$ cat src/rtl/pixel_readout_sequencer_pkg.sv
// Shared types and helpers for the pixel readout sequencer: FSM state
// encoding and the counter-width helper.
package readout_pkg;

  typedef enum logic [2:0] {
    IDLE,
    LOAD,
    SETTLE,
    CAPTURE,
    PRESENT,
    SHIFT,
    DONE
  } state_t;

  // Width needed to hold 0..n-1, never narrower than one bit.
  function automatic int cnt_width(input int n);
    return (n > 1) ? $clog2(n) : 1;
  endfunction

endpackage

$ cat src/rtl/pixel_readout_sequencer_counter.sv
// Modulo-N up counter with synchronous clear; used for word and row indices.
module readout_counter
  import readout_pkg::*;
#(
  parameter int modulus = 4
) (
  input  logic                            clk,
  input  logic                            reset,
  input  logic                            clear,
  input  logic                            inc,
  output logic [cnt_width(modulus)-1:0]   count,
  output logic                            at_max
);

  localparam int w = cnt_width(modulus);
  localparam logic [w-1:0] max_val = w'(modulus - 1);

  assign at_max = (count == max_val);

  always_ff @(posedge clk or posedge reset) begin
    if (reset) begin
      count <= '0;
    end else if (clear) begin
      count <= '0;
    end else if (inc) begin
      count <= at_max ? '0 : count + w'(1);
    end
  end

endmodule

$ cat src/rtl/pixel_readout_sequencer.sv
// Sequencer that drives a RegisterShifter row buffer and streams its words out.
// Optional sticky overrun flag for starts outside IDLE: define OVERRUN_DETECT_EN.
module pixel_readout_sequencer
  import readout_pkg::*;
#(
  parameter int bits   = 4,
  parameter int length = 4,
  parameter int rows   = 2
) (
  input  logic                          clk,
  input  logic                          reset,
  input  logic                          start,
  output logic                          busy,
  output logic                          reg_set,
  output logic                          reg_set_select,
  output logic                          reg_shift,
  output logic                          reg_reset,
  input  logic [bits-1:0]               reg_data,
  output logic [bits-1:0]               out_data,
  output logic                          out_valid,
  input  logic                          out_ready,
  output logic                          out_last,
  output logic [cnt_width(rows)-1:0]    out_row,
  output logic                          frame_done,
  output state_t                        fsm_state
`ifdef OVERRUN_DETECT_EN
  ,
  output logic                          overrun
`endif
);

  localparam int ww = cnt_width(length);
  localparam logic [ww-1:0] word_last = ww'(length - 1);

  state_t state, next;
  logic [ww-1:0] word_cnt;
  logic [cnt_width(rows)-1:0] row_cnt;
  logic word_at_max, row_at_max;
  logic word_inc, word_clear, row_inc;

  assign fsm_state  = state;
  assign word_inc   = (state == PRESENT) && out_ready && !word_at_max;
  assign word_clear = (state == DONE);
  assign row_inc    = (state == DONE);

  readout_counter #(.modulus(length)) u_word_cnt (
    .clk    (clk),
    .reset  (reset),
    .clear  (word_clear),
    .inc    (word_inc),
    .count  (word_cnt),
    .at_max (word_at_max)
  );

  readout_counter #(.modulus(rows)) u_row_cnt (
    .clk    (clk),
    .reset  (reset),
    .clear  (1'b0),
    .inc    (row_inc),
    .count  (row_cnt),
    .at_max (row_at_max)
  );

  // Handshake: a word transfers on a rising edge where out_valid && out_ready;
  // out_data/out_last/out_row hold while out_valid waits, out_ready alone does nothing.
  always_comb begin
    next = state;
    case (state)
      IDLE:    if (start) next = LOAD;
      LOAD:    next = SETTLE;
      SETTLE:  next = CAPTURE;
      CAPTURE: next = PRESENT;
      PRESENT: if (out_ready) next = out_last ? DONE : SHIFT;
      SHIFT:   next = SETTLE;
      DONE:    next = IDLE;
      default: next = IDLE;
    endcase
  end

  // Strobes are decoded from the next state and registered so the
  // edge-sensitive shifter only ever sees clean single-cycle pulses.
  always_ff @(posedge clk or posedge reset) begin
    if (reset) begin
      state          <= IDLE;
      busy           <= 1'b0;
      reg_set        <= 1'b0;
      reg_set_select <= 1'b0;
      reg_shift      <= 1'b0;
      reg_reset      <= 1'b1;
      out_valid      <= 1'b0;
      out_data       <= '0;
      out_last       <= 1'b0;
      out_row        <= '0;
      frame_done     <= 1'b0;
    end else begin
      state          <= next;
      busy           <= (next != IDLE);
      reg_set        <= (next == LOAD);
      reg_set_select <= (next == LOAD) || ((next == SETTLE) && (state == LOAD));
      reg_shift      <= (next == SHIFT);
      reg_reset      <= (next == DONE);
      out_valid      <= (next == PRESENT);
      frame_done     <= (next == DONE) && row_at_max;
      if (state == CAPTURE) begin
        out_data <= reg_data;
        out_last <= (word_cnt == word_last);
        out_row  <= row_cnt;
      end
    end
  end

`ifdef OVERRUN_DETECT_EN
  always_ff @(posedge clk or posedge reset) begin
    if (reset) begin
      overrun <= 1'b0;
    end else if (start && (state != IDLE)) begin
      overrun <= 1'b1;
    end
  end
`endif

endmodule

$ cat config.mk
export PLATFORM = sky130hd
export DESIGN_NAME = pixel_readout_sequencer
export DESIGN_NICKNAME = d
export VERILOG_FILES = /design/src/rtl/pixel_readout_sequencer_pkg.sv /design/src/rtl/pixel_readout_sequencer_counter.sv /design/src/rtl/pixel_readout_sequencer.sv
export SDC_FILE = /design/constraint.sdc
export NUM_CORES = 1
export LEC_CHECK = 0
export ABC_AREA = 1
export CORE_UTILIZATION = 40
export CTS_CLUSTER_DIAMETER = 120
export DETAILED_ROUTE_END_ITERATION = 16
export PLACE_DENSITY = 0.82
export SYNTH_ARGS = -nofsm -noshare
export SYNTH_HDL_FRONTEND = slang
export SYNTH_SLANG_ARGS = --single-unit
export TNS_END_PERCENT = 100
$ cat constraint.sdc
create_clock -name clk -period 1.02 [get_ports clk]
set_input_delay 0.153 -clock clk [delete_from_list [all_inputs] [get_ports clk]]
set_output_delay 0.153 -clock clk [all_outputs]
set_load 0.03 [all_outputs]
==> results.yml, run 1 <==
yosys:
  syn_inst: 76
  ys_seq_area_share_pct: 57.6
  syn-num-nets: 85
  yosysWarnings: 0
  ys_ff_latch: 19
  syn_avg_cell_area_sq_um: 10.9
  synth.distinct_cells: 20
  synthesis.area_sq_um: 827
floorplanning:
  dieArea_sq_um: 2250
  io_pins: 24
  die_h_um: 47.5
  die_w_um: 47.5
  coreArea_sq_um: 1960
  start_util_pct: 42.2
  num_rows: 16
timing:
  setup_viol: 21
  post-route-min-period_ps: 1210
  slew_violations: 0
  fin_hold_ws_ps: 52.8
  fin_crit_sh_pct: 119
  worst_slack_ps: -195
  slew_headroom_pct: 79.9
  worst_pin_slew_ps: 299
  rsz0062_at_grt: "yes"
  report.final.hold_viol_count: 0
  max_freq_mhz: 823
  fin_worst_skew_ps: 4.26
cells_and_area:
  area_growth_pct: 73.4
  final_cell_mix: "buf_6 (23), buf_4 (16), dfrtp_1 (15)"
  nets: 136
  fin_util_pct: 73.1
  drive_gt1_share_pct: 62.7
  antenna_cells: 0
  multiInputGateArea_sq_um: 367
  regArea_sq_um: 480
  mostFrequentLayoutCell: "buf_6"
  instances_no_fill: 153
  fill_cells: 145
  final_cell_area_sq_um: 1430
clocking:
  clkSlewWorstSetupHoldPaths_ps: 120
  cts_buffers: 3
  cts_tree: "built"
  cts.sinks: 19
  cts-root-buf: "clkbuf_4"
  hold_buffers: 0
  clk_latency_ps: 290
  cts_htree_levels: 1
  clockBufferDepth: 2
pwr:
  pwr-share-clk_pct: 8.6
  p_sw_mw: 1.90
  power_mw: 4.53
  intPower_mw: 2.63
  pwr_density_cell_nw_per_um2: 3160
  ir_worst_vdd_mv: 2.21
  power_frac_comb_pct: 62.8
  leakage_nw: 0.734
  swShare_pct: 42.0
  seq_power_share_pct: 28.6
routing:
  drcViolationCount: 0
  drt_wl_total_um: 2090
  vias_per_cell: 4.71
  first_pass_iters: 4
  drtAntennaViolNets: 0
  route.vias.total: 720
  routedWlPerCell_um: 13.7
  drt_iter0_drc: 12
global_routing:
  grt_use_met2_pct: 35.1
  grt_overflow: 0
  grt_pass1_vias: 688
  grt_max_degree: 12
  met3_usage_pct: 3.40
  grt_usage_pct: 20.4
  grt-busiest-layer: "met2"
  antenna_found_initial: 0
  grt_first_pass_wirelength_um: 3020
  met1_usage_pct: 24.3
outcome:
  violations: "setup timing"
  status: "finished with violations"
worst_setup_path:
  ff2ff_setup_slack_ps: -190
  critical_path_class: "reg2reg"
  cp.arrival_ps: 1460
  startpoint_type: "register"
  end_kind: "register"
  crit_required_ps: 1270
  worstPathMaxFanout: 5
placement:
  place_area_sq_um: 1160
  place_congestion: 0.799
  numPlacedInstances: 138
  place_hpwl_um: 1330
  io_buffers: 23
job:
  cap_violations: 0
hold_path:
  hp-class: "in2async"
[stage by stage]
stage | setup TNS (ps) | setup slack (ps)
floorplan | -1470 | -179
global placement | -1420 | -229
detailed placement | -1930 | -281
CTS | -2110 | -167
global route | -3760 | -242
finish | -2840 | -195
[sequential cells by signal, summed over array words and instances, names as in the netlist]
name	count
out_row	1
reg_set	1
out_last	1
out_valid	1
fsm_state	3
busy	1
u_word_cnt.count	2
reg_set_select	1
u_row_cnt.at_max	1
frame_done	1
out_data	4
reg_reset	1
reg_shift	1
[synthesized netlist by cell type (all sizes together)]
library cell | number | area, sq um
inv | 13 | 48.8
a211oi | 1 | 7.51
dfrtp | 18 | 450
xor2 | 1 | 8.76
nand3 | 9 | 75.1
nor4 | 1 | 6.26
mux2 | 4 | 45.0
nand2 | 15 | 76.3
dfstp | 1 | 26.3
o21ai | 3 | 15.0
ha | 1 | 12.5
nor3 | 1 | 10.0
nor2 | 7 | 33.8
buf | 1 | 11.3
[path summary, 6_finish.rpt]
kind,start,endpoint,cells after the start
hold / removal,reset,out_data[3],2
hold reg to reg,out_data[2],out_data[2],1
max in group asynchronous,reset,out_row,3
setup reg to reg,fsm_state[0],reg_shift,7
setup / recovery,fsm_state[0],reg_shift,7
min in group clk,start,reg_set,3
[power by group through the flow]
stage / logic [mW] / registers (mW) / clock network (mW)
after global routing: 3.03 / 1.33 / 0.421
after global placement: 2.00 / 1.27 / 0
after detailed placement: 2.06 / 1.29 / 0
after CTS: 2.43 / 1.25 / 0.386
final: 2.84 / 1.30 / 0.390
after floorplan: 0.829 / 1.72 / 0
[critical path, cell delays in order (launching register included)]
cell	delay, ps
dfrtp_2	470
inv_4	90
nand2_4	50
nor2_4	200
buf_6	130
nand2_4	50
buf_4	130
inv_2	40
[metal layers]
metal | vias to the layer above | wire length [um]
li1 | 344 | -
met1 | 348 | 828
met2 | 24 | 1140
met3 | 4 | 86
met4 | 0 | 34
met5 | - | 0
[logic make-up after synthesis]
| logic type | count (synthesis) | share of synthesized area, % |
|---|---|---|
| DFF | 19 | 57.6 |
| buffers and inverters | 14 | 7.26 |
| xor gates and xnor gates | 1 | 1.06 |
| adders and majority gates | 1 | 1.51 |
| AOI/OAI and AO/OA | 4 | 2.72 |
| muxes | 4 | 5.45 |
| and+or+nand+nor | 33 | 24.4 |
[layout make-up]
type                    count  share of cell area, %
clock buffers               3                   1.57
clock inverters             1                  0.349
inverters                  13                   3.93
multi-input cells          43                   25.6
flip-flops and latches     19                   33.5
well taps                  27                   2.36
repair buffers             47                   32.7
[what timing repair did]
action                                  4_1_cts  5_1_grt
endpoints found under the setup margin       24       32
resized for setup                            12       36
endpoints found under the hold margin         0        0
setup buffers                                 8        3
cloned                                        0        0
pin swaps                                     1        8
Power figures use the tool's default switching activity.
==> run 2, diff against run 1 <==
- CORE_ASPECT_RATIO: unset -> 1.1
- SKIP_LAST_GASP: unset -> 1
==> run 2 against run 1 <==
Compared with the run above: the flow still finishes with violations (setup timing); highest routed layer unchanged; cell count is the same; combinational power grew 7%; fmax rose by 2.1%; critical path type unchanged.
==> results.yml, run 2 (synthesis results as in run 1) <==
outcome:
  status: "finished with violations"
  violations: "setup timing"
cells_and_area:
  nets: 136
  area_growth_pct: 74.6
  largest_reg_flops: 4
  top_register: "out_data"
  drive_gt1_share_pct: 62.7
  final_cell_mix: "buf_6 (24), dfrtp_1 (15), buf_4 (15)"
  fill_cells: 108
  antenna_cells: 0
  mostFrequentLayoutCell: "buf_6"
  instances_no_fill: 153
  fin_util_pct: 77.6
timing:
  post-route-min-period_ps: 1190
  fin_hold_ws_ps: 163
  setup_tns_ps: -2420
  worst_slack_ps: -170
  rsz0062_at_grt: "yes"
  fin_crit_sh_pct: 117
  report.final.hold_viol_count: 0
  slew_headroom_pct: 86.9
  slew_violations: 0
  setup_viol: 22
  fin_worst_skew_ps: 4.47
  worst_pin_slew_ps: 195
  max_freq_mhz: 841
clocking:
  cts-root-buf: "clkbuf_4"
  clk_latency_ps: 310
  cts_buffers: 3
  clockBufferDepth: 2
  hold_buffers: 0
  cts.sinks: 19
  clkSlewWorstSetupHoldPaths_ps: 100
  cts_htree_levels: 1
  cts_tree: "built"
floorplanning:
  io_pins: 24
  die_h_um: 49.7
  dieArea_sq_um: 2250
  coreArea_sq_um: 1860
  die_w_um: 45.4
  start_util_pct: 44.4
  num_rows: 16
placement:
  place_ws_ps: -268
  place_congestion: 0.737
  numPlacedInstances: 134
  io_buffers: 23
  place_hpwl_um: 1180
worst_setup_path:
  ff2ff_setup_slack_ps: -170
  end_kind: "register"
  r2r-start: "fsm_state[0]"
  critical_path_class: "reg2reg"
  worstPathMaxFanout: 4
  cp.arrival_ps: 1420
  startpoint_type: "register"
  reg2reg_depth: 6
  timing.rr.end: "out_valid"
  crit_required_ps: 1250
routing:
  drcViolationCount: 0
  first_pass_iters: 4
  route.vias.total: 744
  drt_wl_total_um: 2250
  vias_per_cell: 4.86
  drtAntennaViolNets: 0
  routedWlPerCell_um: 14.7
  drt_iter0_drc: 11
global_routing:
  grt_use_met2_pct: 32.9
  grt_max_degree: 20
  grt_pass1_vias: 728
  grt_usage_pct: 18.8
  grt_first_pass_wirelength_um: 3060
  antenna_found_initial: 0
  met1_usage_pct: 21.2
  grt_overflow: 0
  grt-busiest-layer: "met2"
  met3_usage_pct: 3.66
pwr:
  pwr_density_cell_nw_per_um2: 3260
  ir_worst_vdd_mv: 2.31
  leakage_nw: 0.734
hold_path:
  hp-class: "in2async"
job:
  cap_violations: 0
## run 2: cell types whose count changed in the layout (fill, tap and decap cells not counted), sizes merged
cell | previous run | this run
clkbuf | 3 | 4
clkinv | 1 | 0
## run 2: stage by stage
stage	instance area (sq um)	power, mW
after floorplan	841	2.55
after global placement	1130	3.18
after detailed placement	1130	3.25
after CTS	1280	4.03
after global routing	1440	4.95
final	1440	4.71
## run 2: worst max path at each step
| stage | cells past startpoint | to | slack [ps] | from |
|---|---|---|---|---|
| 2_1_floorplan | 3 | out_data[0] | -180 | fsm_state[1] |
| 3_3_place_gp | 8 | busy | -240 | out_ready |
| 3_5_place_dp | 8 | busy | -270 | out_ready |
| 4_1_cts | 2 | fsm_state[1] | -150 | fsm_state[1] |
| 5_1_grt | 6 | out_valid | -240 | fsm_state[0] |
| 6_report | 6 | out_valid | -170 | fsm_state[0] |
## run 2: layout make-up
class                           instances  area (sq um)  area share [%]
Sequential cell                        19           480            33.3
Multi-Input combinational cell         43           377            26.1
Inverter                               13          53.8            3.73
Timing Repair Buffer                   47           473            32.8
Tap cell                               27          33.8            2.34
Clock buffer                            4          26.3            1.82
## run 2: worst max-delay path: stages, from the launching register on
cell and delay [ps]:
dfrtp_2 460, inv_4 100, buf_4 130, nand3_1 120, nand2_2 110, inv_2 40
nor3_2 160
## run 2: what timing repair did
item                       4_1_cts  5_1_grt
pin swaps                        5        8
gates cloned                     0        0
setup buffers                    7        8
gates resized for setup         21       27
setup endpoints to repair       21       30
## run 2: metal layers
metal	vias to the layer above	wire [um]
met5	-	0
met4	0	22
met3	2	87
met2	20	1280
met1	381	863
li1	341	-
## run 2: power breakdown
group / internal (mW) / switching (mW) / total, mW / leakage, nW
combinational: 1.51 / 1.52 / 3.03 / 0.485
sequential: 1.06 / 0.236 / 1.30 / 0.234
clock: 0.153 / 0.232 / 0.385 / 0.0150
total: 2.72 / 1.99 / 4.71 / 0.734
==> run 3, diff against run 2 <==
- ABC_CLOCK_PERIOD_IN_PS: unset -> 1020
==> results of run 3 <==
No change in the layout: final DEF, timing and power equal those of run 2.
